**config.mk**
```make
export PLATFORM = sky130hd
export DESIGN_NAME = key_sched_seq
export DESIGN_NICKNAME = d
export VERILOG_FILES = /design/src/rtl/key_sched_seq.sv
export SDC_FILE = /design/constraint.sdc
export NUM_CORES = 1
export LEC_CHECK = 0
export ABC_AREA = 1
export BUFFER_PORTS_ARGS = -buffer_cell sky130_fd_sc_hd__buf_2
export CAP_MARGIN = 20
export CORE_MARGIN = 1
export CORE_UTILIZATION = 35
export CTS_BUF_LIST = sky130_fd_sc_hd__clkbuf_4
export CTS_CLUSTER_DIAMETER = 80
export DETAILED_ROUTE_END_ITERATION = 10
export SKIP_CTS_REPAIR_TIMING = 1
export SYNTH_ARGS = -nofsm -noshare
export SYNTH_HDL_FRONTEND = slang
export SYNTH_HIERARCHICAL = 1
export SYNTH_SLANG_ARGS = --single-unit
```
**constraint.sdc**
```tcl
create_clock -name clk -period 1.6 [get_ports clk]
set_input_delay 0.08 -clock clk [delete_from_list [all_inputs] [get_ports clk]]
set_output_delay 0.08 -clock clk [all_outputs]
set_load 0.01 [all_outputs]
```
**src/rtl/key_sched_seq.sv**
```systemverilog
// rtl/key_sched_seq.sv - sequential round-key scheduler over a valid/ready stream
// Emits the loaded key as round 0, then one derived key per accepted transfer.
module s_box (
  input  logic [3:0] nib_i,
  output logic [3:0] sub_o
);
  always_comb begin
    case (nib_i)
      4'h0: sub_o = 4'h9;
      4'h1: sub_o = 4'h4;
      4'h2: sub_o = 4'hA;
      4'h3: sub_o = 4'hB;
      4'h4: sub_o = 4'hD;
      4'h5: sub_o = 4'h1;
      4'h6: sub_o = 4'h8;
      4'h7: sub_o = 4'h5;
      4'h8: sub_o = 4'h6;
      4'h9: sub_o = 4'h2;
      4'hA: sub_o = 4'h0;
      4'hB: sub_o = 4'h3;
      4'hC: sub_o = 4'hC;
      4'hD: sub_o = 4'hE;
      4'hE: sub_o = 4'hF;
      default: sub_o = 4'h7;
    endcase
  end
endmodule

module key_sched_seq #(
  parameter int NWORDS  = 2,
  parameter int NROUNDS = 2,
  parameter int IDX_W   = 4
) (
  input  logic                  clk,
  input  logic                  reset,
  input  logic                  start,
  input  logic [8*NWORDS-1:0]   key_in,
  output logic                  busy,
  output logic                  rk_valid,
  input  logic                  rk_ready,
  output logic [8*NWORDS-1:0]   rk_data,
  output logic [IDX_W-1:0]      rk_index,
  output logic                  done
);
  localparam int KW = 8 * NWORDS;

  typedef enum logic {IDLE, EMIT} state_t;

  state_t            state_q, state_d;
  logic [KW-1:0]     rk_data_q, rk_data_d;
  logic [IDX_W-1:0]  rk_index_q, rk_index_d;
  logic [3:0]        rcon_q, rcon_d;
  logic              done_q, done_d;

  logic [7:0]        last_w;
  logic [7:0]        g_val;
  logic [3:0]        sub_hi, sub_lo;
  logic [KW-1:0]     next_key;
  logic [7:0]        acc;

  // RotNib then SubNib: the low nibble of the input lands in the high nibble.
  assign last_w = rk_data_q[7:0];
  s_box u_sbox_hi (.nib_i(last_w[3:0]), .sub_o(sub_hi));
  s_box u_sbox_lo (.nib_i(last_w[7:4]), .sub_o(sub_lo));
  assign g_val = {sub_hi, sub_lo} ^ {rcon_q, 4'h0};

  always_comb begin
    next_key = '0;
    acc = rk_data_q[KW-1 -: 8] ^ g_val;
    next_key[KW-1 -: 8] = acc;
    for (int i = 1; i < NWORDS; i++) begin
      acc = acc ^ rk_data_q[8*(NWORDS-1-i) +: 8];
      next_key[8*(NWORDS-1-i) +: 8] = acc;
    end
  end

  always_comb begin
    state_d    = state_q;
    rk_data_d  = rk_data_q;
    rk_index_d = rk_index_q;
    rcon_d     = rcon_q;
    done_d     = 1'b0;
    case (state_q)
      IDLE: begin
        if (start) begin
          state_d    = EMIT;
          rk_data_d  = key_in;
          rk_index_d = '0;
          rcon_d     = 4'h8;
        end
      end
      default: begin
        if (rk_ready) begin
          if (rk_index_q == IDX_W'(NROUNDS)) begin
            state_d = IDLE;
            done_d  = 1'b1;
          end else begin
            rk_data_d  = next_key;
            rk_index_d = rk_index_q + IDX_W'(1);
            rcon_d     = {rcon_q[2:0], 1'b0} ^ (rcon_q[3] ? 4'h3 : 4'h0);
          end
        end
      end
    endcase
  end

  always_ff @(posedge clk) begin
    if (reset) begin
      state_q    <= IDLE;
      rk_data_q  <= '0;
      rk_index_q <= '0;
      rcon_q     <= 4'h8;
      done_q     <= 1'b0;
    end else begin
      state_q    <= state_d;
      rk_data_q  <= rk_data_d;
      rk_index_q <= rk_index_d;
      rcon_q     <= rcon_d;
      done_q     <= done_d;
    end
  end

  assign busy     = (state_q != IDLE);
  assign rk_valid = (state_q == EMIT);
  assign rk_data  = rk_data_q;
  assign rk_index = rk_index_q;
  assign done     = done_q;
endmodule

```
---- After elaboration in Yosys (flattened, before gate mapping) ----
Memory sizes are Yosys's and may differ from the RTL's. A register that Yosys moved wholly into a read port is not among the register bits.
Index checks and enable logic that the tools add are counted.
storage, ports and cells
  register bits after elaboration ......... 26
  memory bits (read-only) ................. 128
  input bits .............................. 20
  logic and storage cells ................. 42
  memories kept ........................... 2
memory list
  name              words  bits a word  read ports  clocked after memory_dff  write ports  line  RTL
  (name not given)  16     4            1           1                         0            8     case (nib_i)
  (name not given)  16     4            1           1                         0            8
operators by class
  $add $sub $neg .......................... 1
  eq/ne operators ......................... 3
  multiplexer cells ....................... 22
  bitwise operators ....................... 6
  reductions and logical operators ........ 3
operators with widths
  cell                                                              number
  16-bit 2-to-1 mux                                                 4
  4-bit 2-to-1 mux                                                  12
  8-bit bitwise XOR                                                 3
  1-bit 2-to-1 mux                                                  5
  4-bit by 1-bit adder with 4-bit output (second input constant)    1
  4-bit by 2-bit == test with 1-bit output (second input constant)  1
  2-bit != test (second input constant)                             2
  4-bit by 2-bit bitwise XOR with 4-bit output                      1
  3-bit AND reduction                                               1
  3-bit OR reduction                                                1
  2-bit 2-to-1 mux                                                  1
  1-bit NOT                                                         2
  2-bit nonzero test                                                1

---- Logic depth before layout (Yosys ltp) ----
  depth in word-level cells ............... 8
  mapped depth ............................ 14
  mapped depth without buffers ............ 14

---- By module ----
The synthesis kept the hierarchy.
by module, submodules not included
  module         instances  cells each  area an instance (um2)  seq. area each (um2)
  key_sched_seq  1          237         1530.2                  520.5
  s_box          2          37          222.7                   0.0

---- Worst setup path before layout ----
Ideal clock, no wire load.
  path type ............................... register to register
  start point ............................. register rk_data[1] (netlist name)
  end point ............................... register rk_data_q[12] (netlist: rk_data[12])
  setup time .............................. 0.134 ns
  arrival time ............................ 1.494 ns
  required time ........................... 1.466 ns
  slack ................................... -0.028 ns
  cell stages (with the launch flop) ...... 13
  path buffers ............................ 0
  cells stage by stage .................... dfxtp_1 inv_1 ha_1 nand2_1 nand3_1 nand2_1 inv_1 nand2_1 nand3_1 nand3_1 nand2_1 nand2_1 a21oi_1
RTL lines
  element               line  RTL
  to (signal assigned)  116   rk_data_q <= rk_data_d;
  to (decl)             50    logic [KW-1:0] rk_data_q, rk_data_d;

==> flow_results.org <==
** Floorplan
- The floorplan step defined a die boundary enclosing 5950 um2.
- Core Area :: 5270 um2
- Measured along the x axis, the die boundary spans 77.1 um.
- 43 I/O pins were placed.
- In this run the vertical extent of the chip is 77.1 um.
- Standard-cell rows :: 26
- Once the floorplan was initialized, standard cells occupied 37.5% of the core.

** Synthesis
- In the synthesized netlist, the number of instances is 311.
- The synthesized netlist devotes 12.5% of its cell area to compound gates.
- Simple-gate share of the synthesized area :: 38.9%
- Syn. warnings :: 6
- Sorting the synthesized cells by area gives the leading types as sky130_fd_sc_hd__dfxtp_1 26%, sky130_fd_sc_hd__nand2_1 22%, sky130_fd_sc_hd__ha_1 10%.
- Sequential area share after synthesis :: 26.3%
- The synthesized netlist devotes 10.1% of its cell area to adder and majority cells.
- Summing the areas of all xor and xnor instances in the mapped netlist gives 2.22% of the synthesized area.
- Post-synth net total :: 347
- After synthesis the cells add up to 1980 um2.
- Library cell occupying the most area in the post-synthesis netlist :: sky130_fd_sc_hd__dfxtp_1
- Proportion of synthesized area in mux cells :: 0%
- Number of flip-flops and latches in the synthesized netlist :: 26
- In this run the biggest area consumer among cell types represents 26.3% of the synthesized area.
- In this run the mean area of a mapped cell was 6.35 um2.
- Distinct cell type count after synthesis :: 27
- By area, the combinational part of the netlist is dominated by simple AND/OR/NAND/NOR gates.

** Cells and area
- The filler cells instantiated in the layout total 533.
- Compared with the post-synthesis result, the final layout area differs by 33.9%.
- For this run, the post-layout net count is 407.
- In the final layout, the share of cells above drive strength 1 is 37.7%.
- The number of antenna diodes in the final layout is 0.
- For this run, the share of the core covered by cells in the final layout is 50.2%.

** Placement
- In this run the tool buffered the top-level ports with 42 buffer cells.
- Minimum setup slack after placement :: -0.0233 ns
- Final estimated routing congestion in global placement :: 0.834
- Detailed placement finished with a half-perimeter wire length of 3.80 mm.

** STA
- Crit path setup slack, layout :: 0.0463 ns
- Setup repair after global routing could not meet its margin everywhere.
- Final setup violation count :: 0
- The clock arrives with 0.00141 ns of skew.
- Timing would allow up to 0.644 GHz.
- Final hold vios :: 0
- Headroom to the max-slew limit came out at 75.2%.
- Post-route clock period utilization :: 97.1%
- Transition at the pin with the smallest max-transition slack :: 0.372 ns
- Counting I/O delays and the setup requirement, the final critical path takes 1.55 ns.
- Max Slew Vio Count :: 0

** Detailed routing
- The first detailed-routing pass ran for 4 iterations.
- Total wire length after detailed routing :: 5.24 mm
- Dividing the detail-routed wire length by the instance count gives 11.9 um.
- In the routed design, unresolved DRC markers number 0.
- Number of DRC markers after the initial detailed-route iteration :: 86
- Number of vias in the routed layout :: 2084
- Using the TritonRoute via totals, the vias-per-cell ratio works out to 4.75.
- Antenna violation net count after detailed routing :: 0

** Clock network
- Clock-pin slew was measured on the worst setup and hold paths at 0.14 ns.
- Number of levels the H-tree was split into :: 1
- For the worst-skew pair, the clock arrives at the later sink with an insertion delay of 0.32 ns.
- Clock sink count :: 26
- Largest buffer count on any clock path :: 2
- TritonCTS clock tree :: built
- Clk Tree Root Cell :: sky130_fd_sc_hd__clkbuf_4
- Total CTS buffers :: 3

** Critical path
- Critical Setup Path Class :: flop to flop
- Of all nets on the critical path, the largest fanout is 4.
- STA classifies the critical path startpoint as a flop.
- Tracing the worst setup path back leads to its startpoint at rk_data[5].
- Arrival time of data at the critical path endpoint :: 1.82 ns
- Register-to-register setup slack :: 0.05 ns
- FF-to-FF Start :: rk_data[5]
- The worst register-to-register path has a depth of 11.
- Endpoint of the worst register-to-register path :: rk_data[10]
- The worst setup path is captured at a flop.
- Required time at the worst-slack endpoint :: 1.87 ns

** Min path
- The path class of the tightest hold or removal check is input port to flop.
- Min-Delay Endpoint :: done
- Cell depth of the worst hold path :: 3
- Min-delay src :: rk_ready

** Power and ir drop
- Worst ir drop on vdd :: 473 uV
- Leakage component of the power :: 1.27 nW
- Power density over the cells :: 777 nW/um2

** Global route
- For this run the aggregate overflow at the end of global routing stands at 0.
- Initial antenna violation count :: 0
- The first global-routing pass estimated 8.38 mm of wire.
- Number of global-route vias before repair :: 1855
- Total Routing Usage GR :: 17.3%
- Entering global routing, the biggest net connects 17 pins.

** Outcome
- The run finished with clean final reports.

** Flow run
- Max-capacitance violation count :: 0
-- layer usage --
layer  global-route usage [%]  wire (um)  vias up
li1                         -          -     1101
met1                     23.3       2520      934
met2                     29.0       2430       47
met3                     2.86        255        2
met4                     3.21         28        0
met5                        0          0        -
-- kinds of logic after synthesis --
| kind of cell | Yosys count |
|---|---|
| AO/OA/AOI/OAI | 39 |
| buffers and inverters | 40 |
| XOR/XNOR | 5 |
| adder cells (fa/ha/maj) | 16 |
| flip-flops | 26 |
| AND/OR/NAND/NOR | 185 |
-- report_power, final --
group,internal (W),switching [W],total (W)
clock network,0.0000884,0.000197,0.000285
registers,0.000704,0.0000707,0.000774
logic,0.000435,0.000563,0.000998
-- synthesized netlist by cell type --
cell type,number
sky130_fd_sc_hd__inv_1,23
sky130_fd_sc_hd__nand2_2,2
sky130_fd_sc_hd__nand2_1,117
sky130_fd_sc_hd__inv_4,2
sky130_fd_sc_hd__o211ai_1,2
sky130_fd_sc_hd__o221ai_1,1
sky130_fd_sc_hd__o211ai_4,1
sky130_fd_sc_hd__buf_2,4
sky130_fd_sc_hd__or2_2,7
sky130_fd_sc_hd__xnor2_1,2
sky130_fd_sc_hd__ha_1,16
sky130_fd_sc_hd__inv_2,3
sky130_fd_sc_hd__a21oi_2,3
sky130_fd_sc_hd__nand3_1,29
sky130_fd_sc_hd__xor2_1,3
sky130_fd_sc_hd__o21ai_0,9
sky130_fd_sc_hd__buf_4,1
sky130_fd_sc_hd__o21bai_1,6
sky130_fd_sc_hd__buf_6,4
sky130_fd_sc_hd__nor2_1,27
sky130_fd_sc_hd__dfxtp_1,26
sky130_fd_sc_hd__clkinv_2,1
sky130_fd_sc_hd__nor3_1,1
sky130_fd_sc_hd__a21oi_1,15
sky130_fd_sc_hd__clkbuf_1,2
sky130_fd_sc_hd__o21ai_1,2
sky130_fd_sc_hd__nand2_4,2
-- critical path, stage by stage (launching register included) --
cell	delay [ns]
sky130_fd_sc_hd__dfxtp_2	0.37
sky130_fd_sc_hd__inv_2	0.05
sky130_fd_sc_hd__buf_4	0.13
sky130_fd_sc_hd__ha_1	0.16
sky130_fd_sc_hd__nor2_1	0.09
sky130_fd_sc_hd__nor2_1	0.04
sky130_fd_sc_hd__nand2_1	0.05
sky130_fd_sc_hd__nand2_1	0.08
sky130_fd_sc_hd__xnor2_2	0.15
sky130_fd_sc_hd__o21ai_1	0.17
sky130_fd_sc_hd__nand2_1	0.07
sky130_fd_sc_hd__a21oi_1	0.13
-- placed cells by master, fill, tap and decap left out, drive strengths merged --
master,instances
nand2,121
buf,66
nand3,29
inv,28
nor2,27
dfxtp,26
a21oi,18
ha,16
o21ai,11
or2,7
o21bai,6
clkbuf,3
xor2,3
o211ai,3
xnor2,2
clkinv,1
nor3,1
o221ai,1
-- final cells by class --
class	count	area [um2]	area share, %
Clock buffer	3	22.5	0.851
Inverter	29	120	4.54
Multi-Input combinational cell	245	1470	55.5
Sequential cell	26	529	20.0
Tap cell	70	87.6	3.31
Timing Repair Buffer	66	418	15.8
-- flip-flops by register name, indices dropped and copies added (netlist names) --
name / flops
rcon_q: 4
rk_index: 4
rk_data: 16
done: 1
busy: 1
-- through the flow --
stage | total power (W) | TNS [ns] | hold slack [ns] | std cells | cell area (um2)
after global placement | 0.00161 | -0.0175 | 0.372 | 434 | 2380
final | 0.00206 | 0 | 0.0206 | 439 | 2650
after global routing | 0.00223 | -0.824 | 0.0171 | 439 | 2650
after CTS | 0.00191 | -0.0962 | 0.00553 | 437 | 2400
after floorplan | 0.00133 | 0 | 0.247 | 311 | 1980
after detailed placement | 0.00161 | -0.0233 | 0.371 | 434 | 2380
-- worst max-delay path by stage --
stage	slack, ns	to	depth (start not counted)
finish	0.05	rk_data[10]	11
global route	-0.12	rk_data[3]	12
CTS	-0.07	rk_data[11]	11
detailed placement	-0.02	rk_data[11]	11
global placement	-0.02	rk_data[11]	11
floorplan	0.08	rk_data[1]	9
No activity file was read; power rests on OpenSTA's default activity.
